`config.mk`:
```
export PLATFORM = sky130hd
export DESIGN_NAME = dvp_pixel_capture_flat
export DESIGN_NICKNAME = d
export VERILOG_FILES = /design/src/rtl/dvp_pixel_capture_pkg.sv /design/src/rtl/dvp_pixel_capture_if.sv /design/src/rtl/dvp_pixel_capture_fifo.sv /design/src/rtl/dvp_pixel_capture.sv /design/src/flat_wrapper.sv
export SDC_FILE = /design/constraint.sdc
export NUM_CORES = 1
export LEC_CHECK = 0
export ABC_CLOCK_PERIOD_IN_PS = 9900
export BUFFER_PORTS_ARGS = -buffer_cell sky130_fd_sc_hd__buf_2
export CORE_MARGIN = 4
export CORE_UTILIZATION = 35
export CTS_CLUSTER_DIAMETER = 30
export CTS_CLUSTER_SIZE = 10
export DETAILED_ROUTE_END_ITERATION = 7
export PLACE_DENSITY = 0.49
export SYNTH_ARGS = -nofsm -noshare
export SYNTH_HDL_FRONTEND = slang
export SYNTH_SLANG_ARGS = --single-unit
```
`constraint.sdc`:
```
create_clock -name PCLK -period 9.9 [get_ports PCLK]
set_input_delay 1.98 -clock PCLK [delete_from_list [all_inputs] [get_ports PCLK]]
set_output_delay 1.98 -clock PCLK [all_outputs]
set_load 0.005 [all_outputs]
```
`src/rtl/dvp_pixel_capture_pkg.sv`:
```
// Shared types and constants for the DVP capture path.
// No logic; FSM encoding, pixel word layout and counter widths.
package dvp_capture_pkg;

    localparam logic [1:0] ST_IDLE       = 2'd0;
    localparam logic [1:0] ST_WAIT_VSYNC = 2'd1;
    localparam logic [1:0] ST_WAIT_FRAME = 2'd2;
    localparam logic [1:0] ST_FRAME      = 2'd3;

    localparam int PIX_W      = 18;
    localparam int LINE_CNT_W = 10;

    typedef struct packed {
        logic        sof;
        logic        eol;
        logic [15:0] data;
    } pix_word_t;

    function automatic logic [LINE_CNT_W-1:0] line_inc(input logic [LINE_CNT_W-1:0] v);
        return (&v) ? v : v + LINE_CNT_W'(1);
    endfunction

endpackage

```
`src/rtl/dvp_pixel_capture_if.sv`:
```
// Pixel stream: 16-bit RGB565 word with frame/line tags, valid/ready handshake.
// Data and tags hold stable while valid is high and ready is low.
interface dvp_pixel_capture_if;
    logic [15:0] pix_data;
    logic        pix_sof;
    logic        pix_eol;
    logic        pix_valid;
    logic        pix_ready;

    modport master (output pix_data, output pix_sof, output pix_eol, output pix_valid,
                    input  pix_ready);
    modport slave  (input  pix_data, input  pix_sof, input  pix_eol, input  pix_valid,
                    output pix_ready);
endinterface

```
`src/rtl/dvp_pixel_capture_fifo.sv`:
```
// Generic synchronous show-ahead FIFO with full/empty flags.
// Latency 1 cycle push-to-valid; push while full is accepted only with a same-cycle pop.
module pixel_fifo #(
    parameter int WIDTH = 18,
    parameter int DEPTH = 8
) (
    input  logic             PCLK,
    input  logic             PRESET,
    input  logic             push_vld,
    input  logic [WIDTH-1:0] push_dat,
    output logic             full,
    input  logic             pop_rdy,
    output logic             pop_vld,
    output logic [WIDTH-1:0] pop_dat
);
    localparam int AW = $clog2(DEPTH);

    logic [WIDTH-1:0] mem [DEPTH];
    logic [AW-1:0]    wr_ptr, rd_ptr;
    logic [AW:0]      count;
    logic             empty, do_push, do_pop;

    assign empty   = (count == '0);
    assign full    = (count == (AW+1)'(DEPTH));
    assign do_pop  = pop_rdy & ~empty;
    assign do_push = push_vld & (~full | do_pop);
    assign pop_vld = ~empty;
    assign pop_dat = mem[rd_ptr];

    always_ff @(posedge PCLK) begin
        if (do_push) mem[wr_ptr] <= push_dat;
    end

    always_ff @(posedge PCLK) begin
        if (PRESET) begin
            wr_ptr <= '0;
            rd_ptr <= '0;
            count  <= '0;
        end else begin
            if (do_push) wr_ptr <= wr_ptr + AW'(1);
            if (do_pop)  rd_ptr <= rd_ptr + AW'(1);
            case ({do_push, do_pop})
                2'b10:   count <= count + (AW+1)'(1);
                2'b01:   count <= count - (AW+1)'(1);
                default: count <= count;
            endcase
        end
    end
endmodule

```
`src/rtl/dvp_pixel_capture.sv`:
```
// OV7670 DVP capture: oversampled camera bus, RGB565 byte pairing, sof/eol tagging, pixel FIFO.
// Latency <= SYNC_STAGES+3 PCLK from second-byte cam_pclk edge; full FIFO drops pixels (sticky overflow).
module dvp_pixel_capture
    import dvp_capture_pkg::*;
#(
    parameter int H_ACTIVE    = 640,
    parameter int V_ACTIVE    = 480,
    parameter int SYNC_STAGES = 2,
    parameter int FIFO_DEPTH  = 8
) (
    input  logic                  PCLK,
    input  logic                  PRESET,
    input  logic                  enable,
    input  logic                  cfg_done,
    input  logic                  err_clr,
    input  logic                  cam_pclk,
    input  logic                  cam_vsync,
    input  logic                  cam_href,
    input  logic [7:0]            cam_data,
    dvp_pixel_capture_if.master   pix,
    output logic                  frame_done,
    output logic [LINE_CNT_W-1:0] line_count,
    output logic                  overflow,
    output logic                  size_err
);
    localparam int                    PCW    = $clog2(H_ACTIVE + 1);
    localparam logic [PCW-1:0]        H_LAST = PCW'(H_ACTIVE - 1);
    localparam logic [PCW-1:0]        H_FULL = PCW'(H_ACTIVE);
    localparam logic [LINE_CNT_W-1:0] V_FULL = LINE_CNT_W'(V_ACTIVE);

    logic [SYNC_STAGES-1:0] pclk_sync, vsync_sync, href_sync;
    logic [7:0]             data_sync [SYNC_STAGES];
    logic                   pclk_prev, vsync_smp, href_smp;

    logic [1:0]     state;
    logic           phase, sof_pend;
    logic [7:0]     byte_hi;
    logic [PCW-1:0] pixel_cnt;

    logic       pclk_rise, vsync_now, href_now, in_frame, run_ok;
    logic       hr_fall, vs_rise, vs_fall, pix_stb, in_window, push, pop, push_lost, size_set;
    logic       fifo_full, fifo_vld;
    logic [7:0] byte_now;
    logic [PIX_W-1:0] fifo_dat;
    pix_word_t  push_word, head;

    always_ff @(posedge PCLK) begin
        if (PRESET) begin
            pclk_sync  <= '0;
            vsync_sync <= '0;
            href_sync  <= '0;
            for (int i = 0; i < SYNC_STAGES; i++) data_sync[i] <= '0;
            pclk_prev  <= 1'b0;
            vsync_smp  <= 1'b0;
            href_smp   <= 1'b0;
        end else begin
            pclk_sync  <= {pclk_sync[SYNC_STAGES-2:0], cam_pclk};
            vsync_sync <= {vsync_sync[SYNC_STAGES-2:0], cam_vsync};
            href_sync  <= {href_sync[SYNC_STAGES-2:0], cam_href};
            data_sync[0] <= cam_data;
            for (int i = 1; i < SYNC_STAGES; i++) data_sync[i] <= data_sync[i-1];
            pclk_prev  <= pclk_sync[SYNC_STAGES-1];
            if (pclk_rise) begin
                vsync_smp <= vsync_now;
                href_smp  <= href_now;
            end
        end
    end

    // vsync/href edges are judged between successive camera-clock samples only
    assign pclk_rise = pclk_sync[SYNC_STAGES-1] & ~pclk_prev;
    assign vsync_now = vsync_sync[SYNC_STAGES-1];
    assign href_now  = href_sync[SYNC_STAGES-1];
    assign byte_now  = data_sync[SYNC_STAGES-1];
    assign hr_fall   = pclk_rise & ~href_now & href_smp;
    assign vs_rise   = pclk_rise & vsync_now & ~vsync_smp;
    assign vs_fall   = pclk_rise & ~vsync_now & vsync_smp;

    assign in_frame  = (state == ST_FRAME);
    assign run_ok    = enable & cfg_done;
    assign pix_stb   = in_frame & pclk_rise & href_now & phase;
    assign in_window = (pixel_cnt < H_FULL) && (line_count < V_FULL);
    assign push      = pix_stb & in_window;
    assign pop       = fifo_vld & pix.pix_ready;
    assign push_lost = push & fifo_full & ~pop;
    assign size_set  = in_frame & ((pix_stb & ~in_window)
                     | (hr_fall & (phase | (pixel_cnt != H_FULL)))
                     | (vs_rise & (line_count != V_FULL)));

    assign push_word = '{sof: sof_pend, eol: (pixel_cnt == H_LAST), data: {byte_hi, byte_now}};

    always_ff @(posedge PCLK) begin
        if (PRESET) begin
            state      <= ST_IDLE;
            phase      <= 1'b0;
            sof_pend   <= 1'b0;
            byte_hi    <= '0;
            pixel_cnt  <= '0;
            line_count <= '0;
            frame_done <= 1'b0;
            overflow   <= 1'b0;
            size_err   <= 1'b0;
        end else begin
            frame_done <= in_frame & vs_rise;
            overflow   <= push_lost | (overflow & ~err_clr);
            size_err   <= size_set  | (size_err & ~err_clr);
            case (state)
                ST_IDLE: if (run_ok) state <= ST_WAIT_VSYNC;
                ST_WAIT_VSYNC: begin
                    if (!run_ok)                     state <= ST_IDLE;
                    else if (pclk_rise && vsync_now) state <= ST_WAIT_FRAME;
                end
                ST_WAIT_FRAME: begin
                    if (!run_ok) state <= ST_IDLE;
                    else if (vs_fall) begin
                        state      <= ST_FRAME;
                        line_count <= '0;
                        pixel_cnt  <= '0;
                        phase      <= 1'b0;
                        sof_pend   <= 1'b1;
                    end
                end
                ST_FRAME: begin
                    if (pclk_rise && href_now) begin
                        if (!phase) begin
                            byte_hi <= byte_now;
                            phase   <= 1'b1;
                        end else begin
                            phase <= 1'b0;
                            if (pixel_cnt != H_FULL) pixel_cnt <= pixel_cnt + PCW'(1);
                        end
                    end
                    // sof stays armed until a tagged pixel actually lands in the FIFO
                    if (push && (!fifo_full || pop)) sof_pend <= 1'b0;
                    if (hr_fall) begin
                        line_count <= line_inc(line_count);
                        pixel_cnt  <= '0;
                        phase      <= 1'b0;
                    end
                    if (vs_rise) state <= run_ok ? ST_WAIT_FRAME : ST_IDLE;
                end
                default: state <= ST_IDLE;
            endcase
        end
    end

    pixel_fifo #(.WIDTH(PIX_W), .DEPTH(FIFO_DEPTH)) u_fifo (
        .PCLK     (PCLK),
        .PRESET   (PRESET),
        .push_vld (push),
        .push_dat (push_word),
        .full     (fifo_full),
        .pop_rdy  (pix.pix_ready),
        .pop_vld  (fifo_vld),
        .pop_dat  (fifo_dat)
    );

    assign head          = pix_word_t'(fifo_dat);
    assign pix.pix_valid = fifo_vld;
    assign pix.pix_data  = fifo_vld ? head.data : 16'h0000;
    assign pix.pix_sof   = fifo_vld & head.sof;
    assign pix.pix_eol   = fifo_vld & head.eol;
endmodule

```
`src/flat_wrapper.sv`:
```
// flat-port wrapper written by rule: the top's interface ports become plain ports
module dvp_pixel_capture_flat import dvp_capture_pkg::*;
#(
    parameter int H_ACTIVE    = 640,
    parameter int V_ACTIVE    = 480,
    parameter int SYNC_STAGES = 2,
    parameter int FIFO_DEPTH  = 8
)
  (PCLK, PRESET, enable, cfg_done, err_clr, cam_pclk, cam_vsync, cam_href, cam_data, frame_done, line_count, overflow, size_err, pix_pix_data, pix_pix_sof, pix_pix_eol, pix_pix_valid, pix_pix_ready);
  dvp_pixel_capture_if pix_i ();
  input  logic PCLK;
  input  logic PRESET;
  input  logic enable;
  input  logic cfg_done;
  input  logic err_clr;
  input  logic cam_pclk;
  input  logic cam_vsync;
  input  logic cam_href;
  input  logic [7:0] cam_data;
  output logic frame_done;
  output logic [LINE_CNT_W-1:0] line_count;
  output logic overflow;
  output logic size_err;
  output wire logic [$bits(pix_i.pix_data)-1:0] pix_pix_data;
  output wire logic [$bits(pix_i.pix_sof)-1:0] pix_pix_sof;
  output wire logic [$bits(pix_i.pix_eol)-1:0] pix_pix_eol;
  output wire logic [$bits(pix_i.pix_valid)-1:0] pix_pix_valid;
  input wire logic [$bits(pix_i.pix_ready)-1:0] pix_pix_ready;
  assign pix_pix_data = pix_i.pix_data;
  assign pix_pix_sof = pix_i.pix_sof;
  assign pix_pix_eol = pix_i.pix_eol;
  assign pix_pix_valid = pix_i.pix_valid;
  assign pix_i.pix_ready = pix_pix_ready;
  dvp_pixel_capture #(.H_ACTIVE(H_ACTIVE), .V_ACTIVE(V_ACTIVE), .SYNC_STAGES(SYNC_STAGES), .FIFO_DEPTH(FIFO_DEPTH)) u_core (.PCLK(PCLK), .PRESET(PRESET), .enable(enable), .cfg_done(cfg_done), .err_clr(err_clr), .cam_pclk(cam_pclk), .cam_vsync(cam_vsync), .cam_href(cam_href), .cam_data(cam_data), .pix(pix_i), .frame_done(frame_done), .line_count(line_count), .overflow(overflow), .size_err(size_err));
endmodule
```
### After elaboration in Yosys (flattened, before gate mapping)

Memory sizes are Yosys's and may differ from the RTL's. A register that Yosys moved wholly into a read port is not among the register bits.
Cells that the tools add are included.

* register bits: 54
* bits in writable memories: 160
* output and inout port bits: 32
* memories: 2

* order comparisons: 2
* reduce and logical (&&, ||, !) cells: 17
* bitwise logic cells: 43
* add/sub/neg operators: 6
* equal/unequal tests: 21
* multiplexer cells: 39

Memories
* u_core.u_fifo.mem: depth 8, bits a word 18, read ports 1, clocked after memory_dff 1, wr ports 1, line dvp_pixel_capture_fifo.sv:18 `logic [WIDTH-1:0] mem [DEPTH];`
* u_core.data_sync: depth 2, bits a word 8, read ports 2, clocked after memory_dff 0, wr ports 2, line dvp_pixel_capture.sv:32 `logic [7:0] data_sync [SYNC_STAGES];`

Operators by type and width (number)
* two-way mux 10 bit: 8
* case mux 10 bit (2 select lines): 2
* bitwise AND 1 bit: 25
* adder 10 x 1 -> 10 bit, second input constant: 2
* two-way mux 16 bit: 1
* two-way mux 8 bit: 2
* two-way mux 2 bit: 7
* two-way mux 1 bit: 13
* inequality test 3 bit, second input constant: 4
* AND reduction 4 bit: 3
* == test 10 bit, second input constant: 1
* < comparator 10 bit, second input constant: 1
* < comparator 10 x 9 -> 1 bit, second input constant: 1
* inequality test 10 bit, second input constant: 1
* inequality test 10 x 9 -> 1 bit, second input constant: 1
* inverter 1 bit: 10
* AND reduction 10 bit: 1
* inequality test 2 bit, second input constant: 4
* bitwise OR 1 bit: 8
* case mux 2 bit (4 select lines): 1
* case mux 4 bit (2 select lines): 1
* adder 3 x 1 -> 3 bit, second input constant: 2
* == test 2 bit, second input constant: 3
* two-way mux 3 bit: 2
* 16 further kinds: 24

### Longest topological paths before layout

* depth in word-level cells: 10
* depth in mapped cells: 10

### Hierarchy

Synthesis repeated with hierarchy kept, for this count alone.

* cell total of the unflattened synthesis: 582
* area total of the unflattened synthesis: 8747.1 µm²

Modules (own cells, without submodules)
* pixel_fifo: times used 1, cells each 289, area an instance 6130.9 µm²
* dvp_pixel_capture: times used 1, cells each 293, area an instance 2616.3 µm²

### Worst setup path after synthesis

Ideal clock, no wire load.

* path type: input -> register
* start: input port pix_pix_ready
* end: memory u_core.u_fifo.mem[0][0] (enable)
* stages on the path: 4
* library setup time: 0.439 ns
* arrival time: 4.063 ns
* required time: 9.461 ns
* setup slack: 5.397 ns
* path through: nor2_1 > nand3_1 > nand2_1 > nor4_1

* word-level cells in the longest chain between the ends: 5

RTL lines
* from (decl): line flat_wrapper.sv:28 `input wire logic [$bits(pix_i.pix_ready)-1:0] pix_pix_ready;`
* bitwise AND 1 bit: line dvp_pixel_capture_fifo.sv:25 `assign do_pop = pop_rdy & ~empty;`
* bitwise OR 1 bit: line dvp_pixel_capture_fifo.sv:26 `assign do_push = push_vld & (~full | do_pop);`
* bitwise AND 1 bit: line dvp_pixel_capture_fifo.sv:26
* two-way mux 1 bit: line dvp_pixel_capture_fifo.sv:31 `if (do_push) mem[wr_ptr] <= push_dat;`
* two-way mux 1 bit (implied by the code): line dvp_pixel_capture_fifo.sv:31
* to (decl): line dvp_pixel_capture_fifo.sv:18

No other way between the ends.

==> impl_results.md <==
* Status: finished, final reports clean
* Worst hold path endpoint: u_core.data_sync[0][15]
* CP max FO at 20
* CP endpoint kind: primary output
* Post-synthesis instance area at around 0.0086 mm²
* Total track usage at between 10% and 20%
* Cells along the critical path: buf_4 -> mux4_2 -> mux2i_1 -> nor2_1 -> buf_2
* Unique masters post-synth at 52
* Die Wd at 164.4 µm
* Compound-gate portion of the synthesized area at 2.776%
* Largest net degree at the start of global routing at between 50 and 60
* Final hold vios at 0
* Clock Skew at between 0.01 and 0.015 ns
* Reg-to-Reg End: u_core.u_fifo.mem[1][5]
* Most numerous cell in the Yosys netlist: edfxtp_1
* DR DRC count at 0
* Type of the worst setup path: reg2out
* Asr flop ratio synth at 0%
* Area Growth Syn to Fin at 27.17%
* DRT iter0 DRCs at approximately 250
* Initial antenna violation count at 0
* Worst EP required at 7.92 ns
* Worst R2R Start: u_core.phase
* DR vias at roughly 5000
* ANT cells at 0
* FP Rows at 56
* Core region area at 0.02375 mm²
* Hold path depth at 1
* Max_slew headroom at between 20% and 30%
* Fin. max-slew vios at 0
* CP startpoint kind: flip-flop
* Post-CTS resize count at 0
* Final worst-path cycle share at slightly below 50%
* Area fraction of the dominant cell type after synthesis at around half
* Post-synthesis register bit count at between 200 and 250
* Min-delay worst type: reg2reg
* Critical Path AT at 2.78 ns
* Die area at 0.02704 mm²
* Min cycle time layout at about 4.8 ns
* Vias in the first global route at 5357
* First-pass GRT wire length at ~30000 µm
* Initial Utilization at ~36%
* CP Buf/Inv Count at 2
* Hold Crit Start: u_core.data_sync[0][7]
* Core Util, Final at between 40% and 50%
* Largest cells by area after synthesis: edfxtp_1 (50%), dfxtp_1 (17%), mux4_2 (9.5%)
* Synth Area in Adders at about 1.0%
* Share of cells above drive strength 1 at roughly 28%
* Sequential share of the synthesized area at 67.55%
* Mapped Avg Cell Area at 15.16 µm²
* Synth Warn # at 0
* CTS tree: done
* Synth Area in Simple Gates at between 10% and 20%
* R2R setup slack at a little under 7 ns
* Synth Area in XOR/XNOR at 2.148%
* Setup-failing EPs final at 0
* Worst slew pin tran at 1.079 ns
* Depth of the CTS H-tree at 2
* Total negative slack at 0 ns
* Final wirelength at 18340 µm
* Hold-fix buffers, CTS at 0
* Peak VDD IR at between 0.1 and 0.15 mV
* Critical-path top delay cell: dfxtp_2
* Crit path max-delay family: multiplexers
* Largest family of logic cells by synthesized area: multiplexers
* Post-synthesis mux area share at between 10% and 20%
* Mapped Cells at 565
* Crit-path max cell delay at approximately 0.73 ns
* Gp weighted congestion at approximately 0.80
* TritonCTS buffer count at 48
* Max Cap Viol at 0
* Post-synth EDFFs at approximately 140
* CTS Root Cell: clkbuf_16
* R2r worst-path depth at 5
* Pwr Density at 237.5 mW/mm²
* DRT Pass-1 Iters at 4
* Clk sink count at between 200 and 250
* RSZ-0062 raised after global routing: false
* Via density at 4.941
* Clock Latency Late Sink at around 0.53 ns
* Post-synth top area cell: edfxtp_1
* F_max at 210.2 MHz
* Clock slew at reported path FFs at 0.05 ns
* Avg WL per Cell at between 15 and 20 µm
* Die H at between 150 and 200 µm
* Leakage Power at around 0.0037 µW
* Setup WS pre-CTS at 5.551 ns
* Dominant synthesized flop cell: edfxtp_1
* Maximum clock path buffer count at 3
* Post-CTS Setup Inserts at 0
* Final HPWL from detailed placement at about 11000 µm
* PortBufs at between 40 and 50
* I/O Pins at 49
* Nets at 675
* Worst setup margin at 5.142 ns
* Most frequent cells after synthesis: edfxtp_1 (144), dfxtp_1 (73), nor2_1 (65)
* DRT antenna net count at 0
* Gr ovfl total at 0
* Syn nets at between 500 and 600
[power by group]
group / internal, µW / total (µW) / switching, µW
clock network: 1120 / 1600 / 482
registers: 965 / 970 / 4.65
logic: 6.40 / 16.1 / 9.67
[worst register-to-register path: stages, from the launching register on]
cell and delay [ns]:
dfxtp_1 0.43, nand3b_1 0.25, nor4b_4 0.58, nand2_1 0.33, nor3_2 0.81, buf_4 0.37
[state kept, by name, indices dropped and copies added, names as in the netlist, named ones only]
signal,count
u_core.u_fifo.wr_ptr,3
u_core.frame_done,1
u_core.line_count,10
u_core.overflow,1
u_core.sof_pend,1
u_core.u_fifo.count,4
u_core.pclk_sync,2
u_core.size_err,1
u_core.byte_hi,8
u_core.pclk_prev,1
u_core.state,2
u_core.vsync_smp,1
u_core.u_fifo.mem,144
u_core.href_sync,2
u_core.vsync_sync,2
u_core.u_fifo.rd_ptr,3
u_core.phase,1
u_core.href_smp,1
u_core.pixel_cnt,10
u_core.data_sync,16
[metrics by stage]
step	std cells	instance area [µm²]	total power [µW]	hold slack, ns
floorplan	565	8564	994.0	0.4138
global placement	920	9230	1002	0.4198
detailed placement	920	9230	1002	0.4278
CTS	1008	10890	2621	0.4378
global route	1008	10890	2674	0.4553
finish	1008	10890	2587	0.4336
[cell type report]
class	instances	area [µm²]
Fill cell	2082	12860
Sequential cell	217	5787
Multi-Input combinational cell	315	2669
Clock buffer	59	1274
Tap cell	319	399.1
Clock inverter	29	387.9
Timing Repair Buffer	63	352.8
Inverter	6	22.52
[layout by cell type (no fill, tap or decap), drive strengths merged, types with 14 or more instances in the layout]
| cell type | instances |
|---|---|
| nor2b | 26 |
| edfxtp | 144 |
| clkbuf | 59 |
| a21oi | 18 |
| xor2 | 15 |
| nand2 | 22 |
| dfxtp | 73 |
| mux4 | 36 |
| nor2 | 65 |
| buf | 63 |
| mux2i | 30 |
| clkinv | 14 |
[per-layer routing]
metal  wire (µm)  track usage [%]  up-vias  share of wire, %
met5           0                0        -                 0
met4         378            4.877        0               2.1
met3        1001            3.444       37               5.5
met2        9127            23.78      128                50
met1        7828            17.55     2489                43
li1            -                -     2327                 -
[worst max path at each step]
stage | start | end | slack [ns] | cells after the start
floorplan | pix_pix_ready | u_core.u_fifo.mem[0][0] | 5.40 | 4
global placement | flip-flop | pix_pix_data[1] | 5.56 | 5
detailed placement | flip-flop | pix_pix_data[1] | 5.55 | 5
CTS | flip-flop | pix_pix_data[1] | 5.01 | 5
global route | flip-flop | pix_pix_data[1] | 4.86 | 5
finish | flip-flop | pix_pix_data[1] | 5.14 | 5
[logic make-up (layout without fill, tap and decap cells)]
group           count (synthesis)  after routing
compound gates                 36             36
xor+xnor                       21             21
fa+ha+maj                       7              7
buf+inv                        33            157
flops                         217            217
mux                            67             67
simple gates                  184            184
Power figures use the tool's default switching activity.
